**config.mk**
```make
export PLATFORM = sky130hd
export DESIGN_NAME = seg_scan_ctrl_flat
export DESIGN_NICKNAME = d
export VERILOG_FILES = /design/src/rtl/seg_scan_ctrl_pkg.sv /design/src/rtl/seg_scan_ctrl_if.sv /design/src/rtl/seg_scan_ctrl_scan_timer.sv /design/src/rtl/seg_scan_ctrl.sv /design/src/flat_wrapper.sv
export SDC_FILE = /design/constraint.sdc
export NUM_CORES = 1
export LEC_CHECK = 0
export ABC_CLOCK_PERIOD_IN_PS = 1650
export CAP_MARGIN = 20
export CORE_MARGIN = 4
export CORE_UTILIZATION = 45
export CTS_BUF_LIST = sky130_fd_sc_hd__clkbuf_8
export CTS_CLUSTER_SIZE = 14
export DETAILED_ROUTE_END_ITERATION = 12
export PLACE_DENSITY = 0.74
export SETUP_SLACK_MARGIN = 0.05
export SYNTH_ARGS = -nofsm -noshare
export SYNTH_HDL_FRONTEND = slang
export SYNTH_SLANG_ARGS = --single-unit
```
**constraint.sdc**
```tcl
create_clock -name CLK -period 1.65 [get_ports CLK]
set_input_delay 0.165 -clock CLK [delete_from_list [all_inputs] [get_ports CLK]]
set_output_delay 0.165 -clock CLK [all_outputs]
set_load 0.01 [all_outputs]
```
**src/rtl/seg_scan_ctrl_pkg.sv**
```systemverilog
// Shared types and constants for the seven-segment scan controller.
// Holds the FSM state enum, datapath widths and the per-slot digit enable patterns.
package seg_pkg;

   localparam int NUM_DIGITS = 4;
   localparam int BCD_W      = 16;
   localparam int VAL_W      = 14;
   localparam logic [VAL_W-1:0] MAX_VAL = 14'd9999;

   typedef enum logic [1:0] {
      ST_IDLE,
      ST_START,
      ST_WAIT
   } state_t;

   localparam logic [NUM_DIGITS-1:0] EN_SLOT0 = 4'b0111;
   localparam logic [NUM_DIGITS-1:0] EN_SLOT1 = 4'b1011;
   localparam logic [NUM_DIGITS-1:0] EN_SLOT2 = 4'b1101;
   localparam logic [NUM_DIGITS-1:0] EN_SLOT3 = 4'b1110;
   localparam logic [NUM_DIGITS-1:0] EN_DARK  = 4'b1111;

   function automatic logic [NUM_DIGITS-1:0] slot_enable(input logic [1:0] slot);
      case (slot)
         2'd0:    return EN_SLOT0;
         2'd1:    return EN_SLOT1;
         2'd2:    return EN_SLOT2;
         default: return EN_SLOT3;
      endcase
   endfunction

endpackage

```
**src/rtl/seg_scan_ctrl_if.sv**
```systemverilog
// Producer, converter and display signals of seg_scan_ctrl bundled as one interface.
// The slave modport is the controller's view; master is the surrounding logic.
interface seg_scan_ctrl_if;
   import seg_pkg::*;

   logic [VAL_W-1:0]      value_i;
   logic                  value_valid_i;
   logic                  value_ready_o;
   logic                  conv_start_o;
   logic [VAL_W-1:0]      conv_value_o;
   logic [BCD_W-1:0]      conv_bcd_i;
   logic                  conv_dv_i;
   logic [3:0]            digit_o;
   logic [NUM_DIGITS-1:0] digit_enable_n_o;
   logic                  overflow_o;
   logic                  conv_error_o;

   modport slave (
      input  value_i, value_valid_i, conv_bcd_i, conv_dv_i,
      output value_ready_o, conv_start_o, conv_value_o,
             digit_o, digit_enable_n_o, overflow_o, conv_error_o
   );

   modport master (
      output value_i, value_valid_i, conv_bcd_i, conv_dv_i,
      input  value_ready_o, conv_start_o, conv_value_o,
             digit_o, digit_enable_n_o, overflow_o, conv_error_o
   );

endinterface

```
**src/rtl/seg_scan_ctrl_scan_timer.sv**
```systemverilog
// Digit scan timebase: prescaler producing a one-cycle tick every SCAN_DIV cycles
// and a 2-bit slot index that advances on each tick.
module scan_timer #(
   parameter int SCAN_DIV = 16000
) (
   input  logic       CLK,
   input  logic       RST_N,
   output logic       o_tick,
   output logic [1:0] o_slot
);

   localparam int PW = (SCAN_DIV > 1) ? $clog2(SCAN_DIV) : 1;
   localparam logic [PW-1:0] LAST = PW'(SCAN_DIV - 1);

   logic [PW-1:0] r_presc;
   logic [1:0]    r_slot;

   assign o_tick = (r_presc == LAST);
   assign o_slot = r_slot;

   always_ff @(posedge CLK or negedge RST_N) begin
      if (!RST_N) begin
         r_presc <= '0;
         r_slot  <= '0;
      end else if (o_tick) begin
         r_presc <= '0;
         r_slot  <= r_slot + 2'd1;
      end else begin
         r_presc <= r_presc + 1'b1;
      end
   end

endmodule

```
**src/rtl/seg_scan_ctrl.sv**
```systemverilog
// Sequencing controller: accepts a binary value, runs one BCD conversion, scans 4 digits.
// Optional leading-zero blanking is enabled by defining SEG_LZ_BLANK_EN.
module seg_scan_ctrl
   import seg_pkg::*;
#(
   parameter int SCAN_DIV     = 16000,
   parameter int CONV_TIMEOUT = 64
) (
   input  logic            CLK,
   input  logic            RST_N,
   seg_scan_ctrl_if.slave  bus
);

   localparam int TW = $clog2(CONV_TIMEOUT);
   localparam logic [TW-1:0] TMO_LAST = TW'(CONV_TIMEOUT - 1);

   state_t                r_state;
   logic                  r_ready;
   logic                  r_start;
   logic [VAL_W-1:0]      r_conv_value;
   logic                  r_ovf;
   logic                  r_err;
   logic [TW-1:0]         r_tmo;
   logic [BCD_W-1:0]      r_disp;
   logic [3:0]            r_digit;
   logic [NUM_DIGITS-1:0] r_en_n;

   logic                  w_tick;
   logic [1:0]            w_slot;
   logic [3:0]            w_nibble;
   logic                  w_blank;

   always_ff @(posedge CLK or negedge RST_N) begin
      if (!RST_N) begin
         r_state      <= ST_IDLE;
         r_ready      <= 1'b1;
         r_start      <= 1'b0;
         r_conv_value <= '0;
         r_ovf        <= 1'b0;
         r_err        <= 1'b0;
         r_tmo        <= '0;
         r_disp       <= '0;
      end else begin
         case (r_state)
            ST_IDLE: begin
               if (bus.value_valid_i && r_ready) begin
                  r_conv_value <= (bus.value_i > MAX_VAL) ? MAX_VAL : bus.value_i;
                  r_ovf        <= (bus.value_i > MAX_VAL);
                  r_err        <= 1'b0;
                  r_ready      <= 1'b0;
                  r_start      <= 1'b1;
                  r_state      <= ST_START;
               end
            end
            ST_START: begin
               r_start <= 1'b0;
               r_tmo   <= '0;
               r_state <= ST_WAIT;
            end
            ST_WAIT: begin
               // A result arriving on the terminal timeout cycle still wins.
               if (bus.conv_dv_i) begin
                  r_disp  <= bus.conv_bcd_i;
                  r_ready <= 1'b1;
                  r_state <= ST_IDLE;
               end else if (r_tmo == TMO_LAST) begin
                  r_err   <= 1'b1;
                  r_ready <= 1'b1;
                  r_state <= ST_IDLE;
               end else begin
                  r_tmo <= r_tmo + 1'b1;
               end
            end
            default: begin
               r_start <= 1'b0;
               r_ready <= 1'b1;
               r_state <= ST_IDLE;
            end
         endcase
      end
   end

   scan_timer #(.SCAN_DIV(SCAN_DIV)) u_scan_timer (
      .CLK    (CLK),
      .RST_N  (RST_N),
      .o_tick (w_tick),
      .o_slot (w_slot)
   );

   assign w_nibble = r_disp[{w_slot, 2'b00} +: 4];

`ifdef SEG_LZ_BLANK_EN
   // Upper slots go dark while their nibble and everything above it is zero.
   assign w_blank = (w_slot != 2'd0) && ((r_disp >> {w_slot, 2'b00}) == '0);
`else
   assign w_blank = 1'b0;
`endif

   always_ff @(posedge CLK or negedge RST_N) begin
      if (!RST_N) begin
         r_digit <= '0;
         r_en_n  <= EN_DARK;
      end else if (w_tick) begin
         r_digit <= w_nibble;
         r_en_n  <= w_blank ? EN_DARK : slot_enable(w_slot);
      end
   end

   assign bus.value_ready_o    = r_ready;
   assign bus.conv_start_o     = r_start;
   assign bus.conv_value_o     = r_conv_value;
   assign bus.overflow_o       = r_ovf;
   assign bus.conv_error_o     = r_err;
   assign bus.digit_o          = r_digit;
   assign bus.digit_enable_n_o = r_en_n;

endmodule

```
**src/flat_wrapper.sv**
```systemverilog
// flat-port wrapper written by rule: the top's interface ports become plain ports
module seg_scan_ctrl_flat import seg_pkg::*;
#(
   parameter int SCAN_DIV     = 16000,
   parameter int CONV_TIMEOUT = 64
)
  (CLK, RST_N, bus_value_i, bus_value_valid_i, bus_conv_bcd_i, bus_conv_dv_i, bus_value_ready_o, bus_conv_start_o, bus_conv_value_o, bus_digit_o, bus_digit_enable_n_o, bus_overflow_o, bus_conv_error_o);
  seg_scan_ctrl_if bus_i ();
  input  logic CLK;
  input  logic RST_N;
  input wire logic [$bits(bus_i.value_i)-1:0] bus_value_i;
  input wire logic [$bits(bus_i.value_valid_i)-1:0] bus_value_valid_i;
  input wire logic [$bits(bus_i.conv_bcd_i)-1:0] bus_conv_bcd_i;
  input wire logic [$bits(bus_i.conv_dv_i)-1:0] bus_conv_dv_i;
  output wire logic [$bits(bus_i.value_ready_o)-1:0] bus_value_ready_o;
  output wire logic [$bits(bus_i.conv_start_o)-1:0] bus_conv_start_o;
  output wire logic [$bits(bus_i.conv_value_o)-1:0] bus_conv_value_o;
  output wire logic [$bits(bus_i.digit_o)-1:0] bus_digit_o;
  output wire logic [$bits(bus_i.digit_enable_n_o)-1:0] bus_digit_enable_n_o;
  output wire logic [$bits(bus_i.overflow_o)-1:0] bus_overflow_o;
  output wire logic [$bits(bus_i.conv_error_o)-1:0] bus_conv_error_o;
  assign bus_i.value_i = bus_value_i;
  assign bus_i.value_valid_i = bus_value_valid_i;
  assign bus_i.conv_bcd_i = bus_conv_bcd_i;
  assign bus_i.conv_dv_i = bus_conv_dv_i;
  assign bus_value_ready_o = bus_i.value_ready_o;
  assign bus_conv_start_o = bus_i.conv_start_o;
  assign bus_conv_value_o = bus_i.conv_value_o;
  assign bus_digit_o = bus_i.digit_o;
  assign bus_digit_enable_n_o = bus_i.digit_enable_n_o;
  assign bus_overflow_o = bus_i.overflow_o;
  assign bus_conv_error_o = bus_i.conv_error_o;
  seg_scan_ctrl #(.SCAN_DIV(SCAN_DIV), .CONV_TIMEOUT(CONV_TIMEOUT)) u_core (.CLK(CLK), .RST_N(RST_N), .bus(bus_i));
endmodule
```
==> impl_metrics.json <==
{
  "track_usage": 0.164,
  "dieWidth_um": 88.9,
  "rsz0062_at_grt": "yes",
  "drive_gt1_frac": 0.254,
  "worst_ep_required_time_ps": 1880,
  "start_kind": "flip-flop",
  "avgSynthCellArea_sq_um": 12.9,
  "p_comb_frac": 0.234,
  "syn_area_sq_mm": 0.00295,
  "ys_top_cells_by_area": "dfrtp_1 52%, mux2_2 6.1%, dfstp_2 4.5%",
  "cts.htree.levels": 3,
  "die_area_sq_mm": 0.00790,
  "setup_viol": 0,
  "cp_slowest_cell": "dfrtp_1",
  "numCtsBuffers": 9,
  "worst-path-buf-inv": 1,
  "vdd_drop_max_mv": 0.893,
  "crit_family": "simple AND/OR/NAND/NOR gates",
  "synth_edf_count": 0,
  "synth.most_common_cell": "dfrtp_1",
  "first_global_vias": 2085,
  "post-route-min-period_ps": 1610,
  "place_inst": 374,
  "critPathMaxStageDelay_ps": 390,
  "area_growth_syn_to_layout_pct": 39.3,
  "path_clk_slew_ps": 70,
  "worst_pin_slew_ps": 563,
  "internal_power_mw": 3.56,
  "yosys_warnings": 0,
  "ant_nets": 0,
  "dp_hpwl_um": 4140,
  "drv_cap": 0,
  "antenna_found_initial": 0,
  "routedWlPerCell_um": 15.1,
  "seq_power_share": 0.480,
  "grt_pass1_wl_um": 9770,
  "p_switching_mw": 1.25,
  "initial_utilization": 0.464,
  "cts_root_buffer": "clkbuf_8",
  "fillers": 464,
  "tritoncts": "done",
  "clk_latency_ps": 340,
  "final.setup_skew_ps": 7.66,
  "cp_cell_sequence": "ha_4 -> nand3_4 -> nor4_4 -> buf_6 -> mux2_1",
  "synth_top_area_frac": 0.518,
  "fp.dieH_um": 88.9,
  "timing.slew.headroom": 0.623,
  "diodes": 0,
  "cp.arrival_ps": 1840,
  "ys_ff_latch": 66,
  "row_count": 29,
  "io_pins": 60,
  "p_clk_frac": 0.286,
  "routed_wl_um": 6050,
  "clockBufferDepth": 2,
  "hold_violations": 0,
  "instances_no_fill": 400,
  "portBuffers": 59,
  "end_kind": "flip-flop",
  "drtPass1Iterations": 4,
  "path_max_fanout": 8,
  "post-place-ws_ps": -75.1,
  "synth_cells": 229,
  "p_leak_nw": 1.85,
  "place.gp.congestion": 0.778,
  "async_flop_share": 1.00,
  "final_util": 0.646,
  "grt_overflow": 0,
  "drv_slew": 0,
  "p_sw_frac": 0.260,
  "seq_area_frac_synth": 0.563,
  "timing.fmax_mhz": 620,
  "initialDrtViolationCount": 82,
  "grt_max_degree": 67,
  "clock-sinks": 66,
  "crit_type": "flip-flop to flip-flop",
  "synth_cell_type_count": 50,
  "min_period_over_period": 0.977,
  "drc": 0,
  "fin_ws_ps": 37.6,
  "vias": 2157,
  "status": "complete, no violations",
  "synth_fp_nets": 269,
  "synthTopCellsByCount": "61 x dfrtp_1, 16 x mux2_2, 13 x inv_1",
  "nNetsFinal": 358,
  "viasPerCell": 5.39,
  "design.core.area_sq_mm": 0.00635,
  "power_density_mw_per_mm2": 1170,
  "worst_hold_path_type": "primary input to asynchronous set/reset pin",
  "yosysTopAreaCell": "dfrtp_1",
  "synthFlopType": "dfrtp_1"
}
-- logic make-up (layout without fill, tap and decap cells) --
logic type / Yosys count / after routing / synth area share
muxes: 32 / 32 / 0.135
and+or+nand+nor: 56 / 56 / 0.122
AOI/OAI and AO/OA: 42 / 42 / 0.105
adders and majority gates: 6 / 6 / 0.0255
buffers and inverters: 21 / 115 / 0.0323
xor gates and xnor gates: 6 / 6 / 0.0178
DFF: 66 / 66 / 0.563
-- path summary, 6_finish.rpt --
kind / startpoint / to / slack (ps) / cells past startpoint
worst max-delay path: u_core.u_scan_timer.r_presc[0] / u_core.bus.digit_o[2] / 40 / 5
worst min-delay path: RST_N / u_core.r_tmo[5] / 360 / 3
worst max register to register: u_core.u_scan_timer.r_presc[0] / u_core.bus.digit_o[2] / 40 / 5
worst min register to register: u_core.bus.digit_enable_n_o[0] / u_core.bus.digit_enable_n_o[0] / 470 / 2
max in group asynchronous: RST_N / u_core.bus.digit_enable_n_o[3] / 970 / 3
min in group CLK: bus_value_i[0] / u_core.bus.conv_value_o[0] / 420 / 2
-- layout by cell type (no fill, tap or decap), types with 4 or more instances in the layout --
cell              n
a21oi_1           6
a22o_1            5
buf_4            19
clkbuf_8         11
clkdlybuf4s50_1  54
dfrtp_1          61
dfstp_2           5
ha_1              5
inv_1            14
mux2_2           16
mux2i_1           6
mux4_2            4
nand2_1          11
nand3_1           5
nand4_1           5
nor2_1            6
o21ai_0           5
o22a_1            7
xor2_1            4
-- state kept, by name, summed over array words and instances, names as in the netlist --
| signal | flops |
|---|---|
| u_core.bus.overflow_o | 1 |
| u_core.bus.value_ready_o | 1 |
| u_core.bus.conv_start_o | 1 |
| u_core.bus.conv_value_o | 14 |
| u_core.u_scan_timer.r_presc | 14 |
| u_core.bus.digit_enable_n_o | 4 |
| u_core.u_scan_timer.o_slot | 2 |
| u_core.r_tmo | 6 |
| u_core.r_disp | 16 |
| u_core.r_state | 2 |
| u_core.bus.conv_error_o | 1 |
| u_core.bus.digit_o | 4 |
-- layer usage --
layer | part of all wire | up-vias | global-route usage
li1 | - | 1029 | -
met1 | 0.46 | 1079 | 0.221
met2 | 0.49 | 41 | 0.252
met3 | 0.036 | 8 | 0.0369
met4 | 0.016 | 0 | 0.0783
met5 | 0 | - | 0
-- timing repair --
action | in CTS | in global routing
cloned | 0 | 1
buffers inserted | 2 | 6
pin swaps | 1 | 0
endpoints found under the hold margin | 61 | 0
hold buffers | 1 | 0
endpoints found under the setup margin | 6 | 15
resized for setup | 2 | 14
-- worst min-delay path, delay by kind of cell --
family	cells	cell delay, ps
buffers and inverters	3	930
-- layout make-up --
| cell class | instances | area, sq um | share of cell area |
|---|---|---|---|
| Clock buffer | 11 | 151 | 0.0369 |
| Sequential cell | 66 | 1660 | 0.404 |
| Clock inverter | 5 | 53.8 | 0.0131 |
| Inverter | 13 | 48.8 | 0.0119 |
| Tap cell | 77 | 96.3 | 0.0235 |
| Timing Repair Buffer | 86 | 858 | 0.209 |
| Multi-Input combinational cell | 142 | 1240 | 0.301 |
-- per-stage QoR --
step                setup TNS [ps]  hold WS (ps)  total power, mW  cell area [sq um]
global route                  -337           410             5.07               4100
global placement                 0           206             3.43               3750
detailed placement            -602           209             3.48               3750
floorplan                        0          -131             2.84               2960
finish                           0           357             4.82               4100
CTS                              0           382             4.86               3980
-- power by group through the flow --
stage | combinational (mW) | clock (mW) | sequential [mW]
floorplan | 0.499 | 0 | 2.34
global placement | 1.11 | 0 | 2.32
detailed placement | 1.14 | 0 | 2.34
CTS | 1.15 | 1.40 | 2.31
global route | 1.22 | 1.48 | 2.37
finish | 1.13 | 1.38 | 2.31
Power figures use the tool's default switching activity.
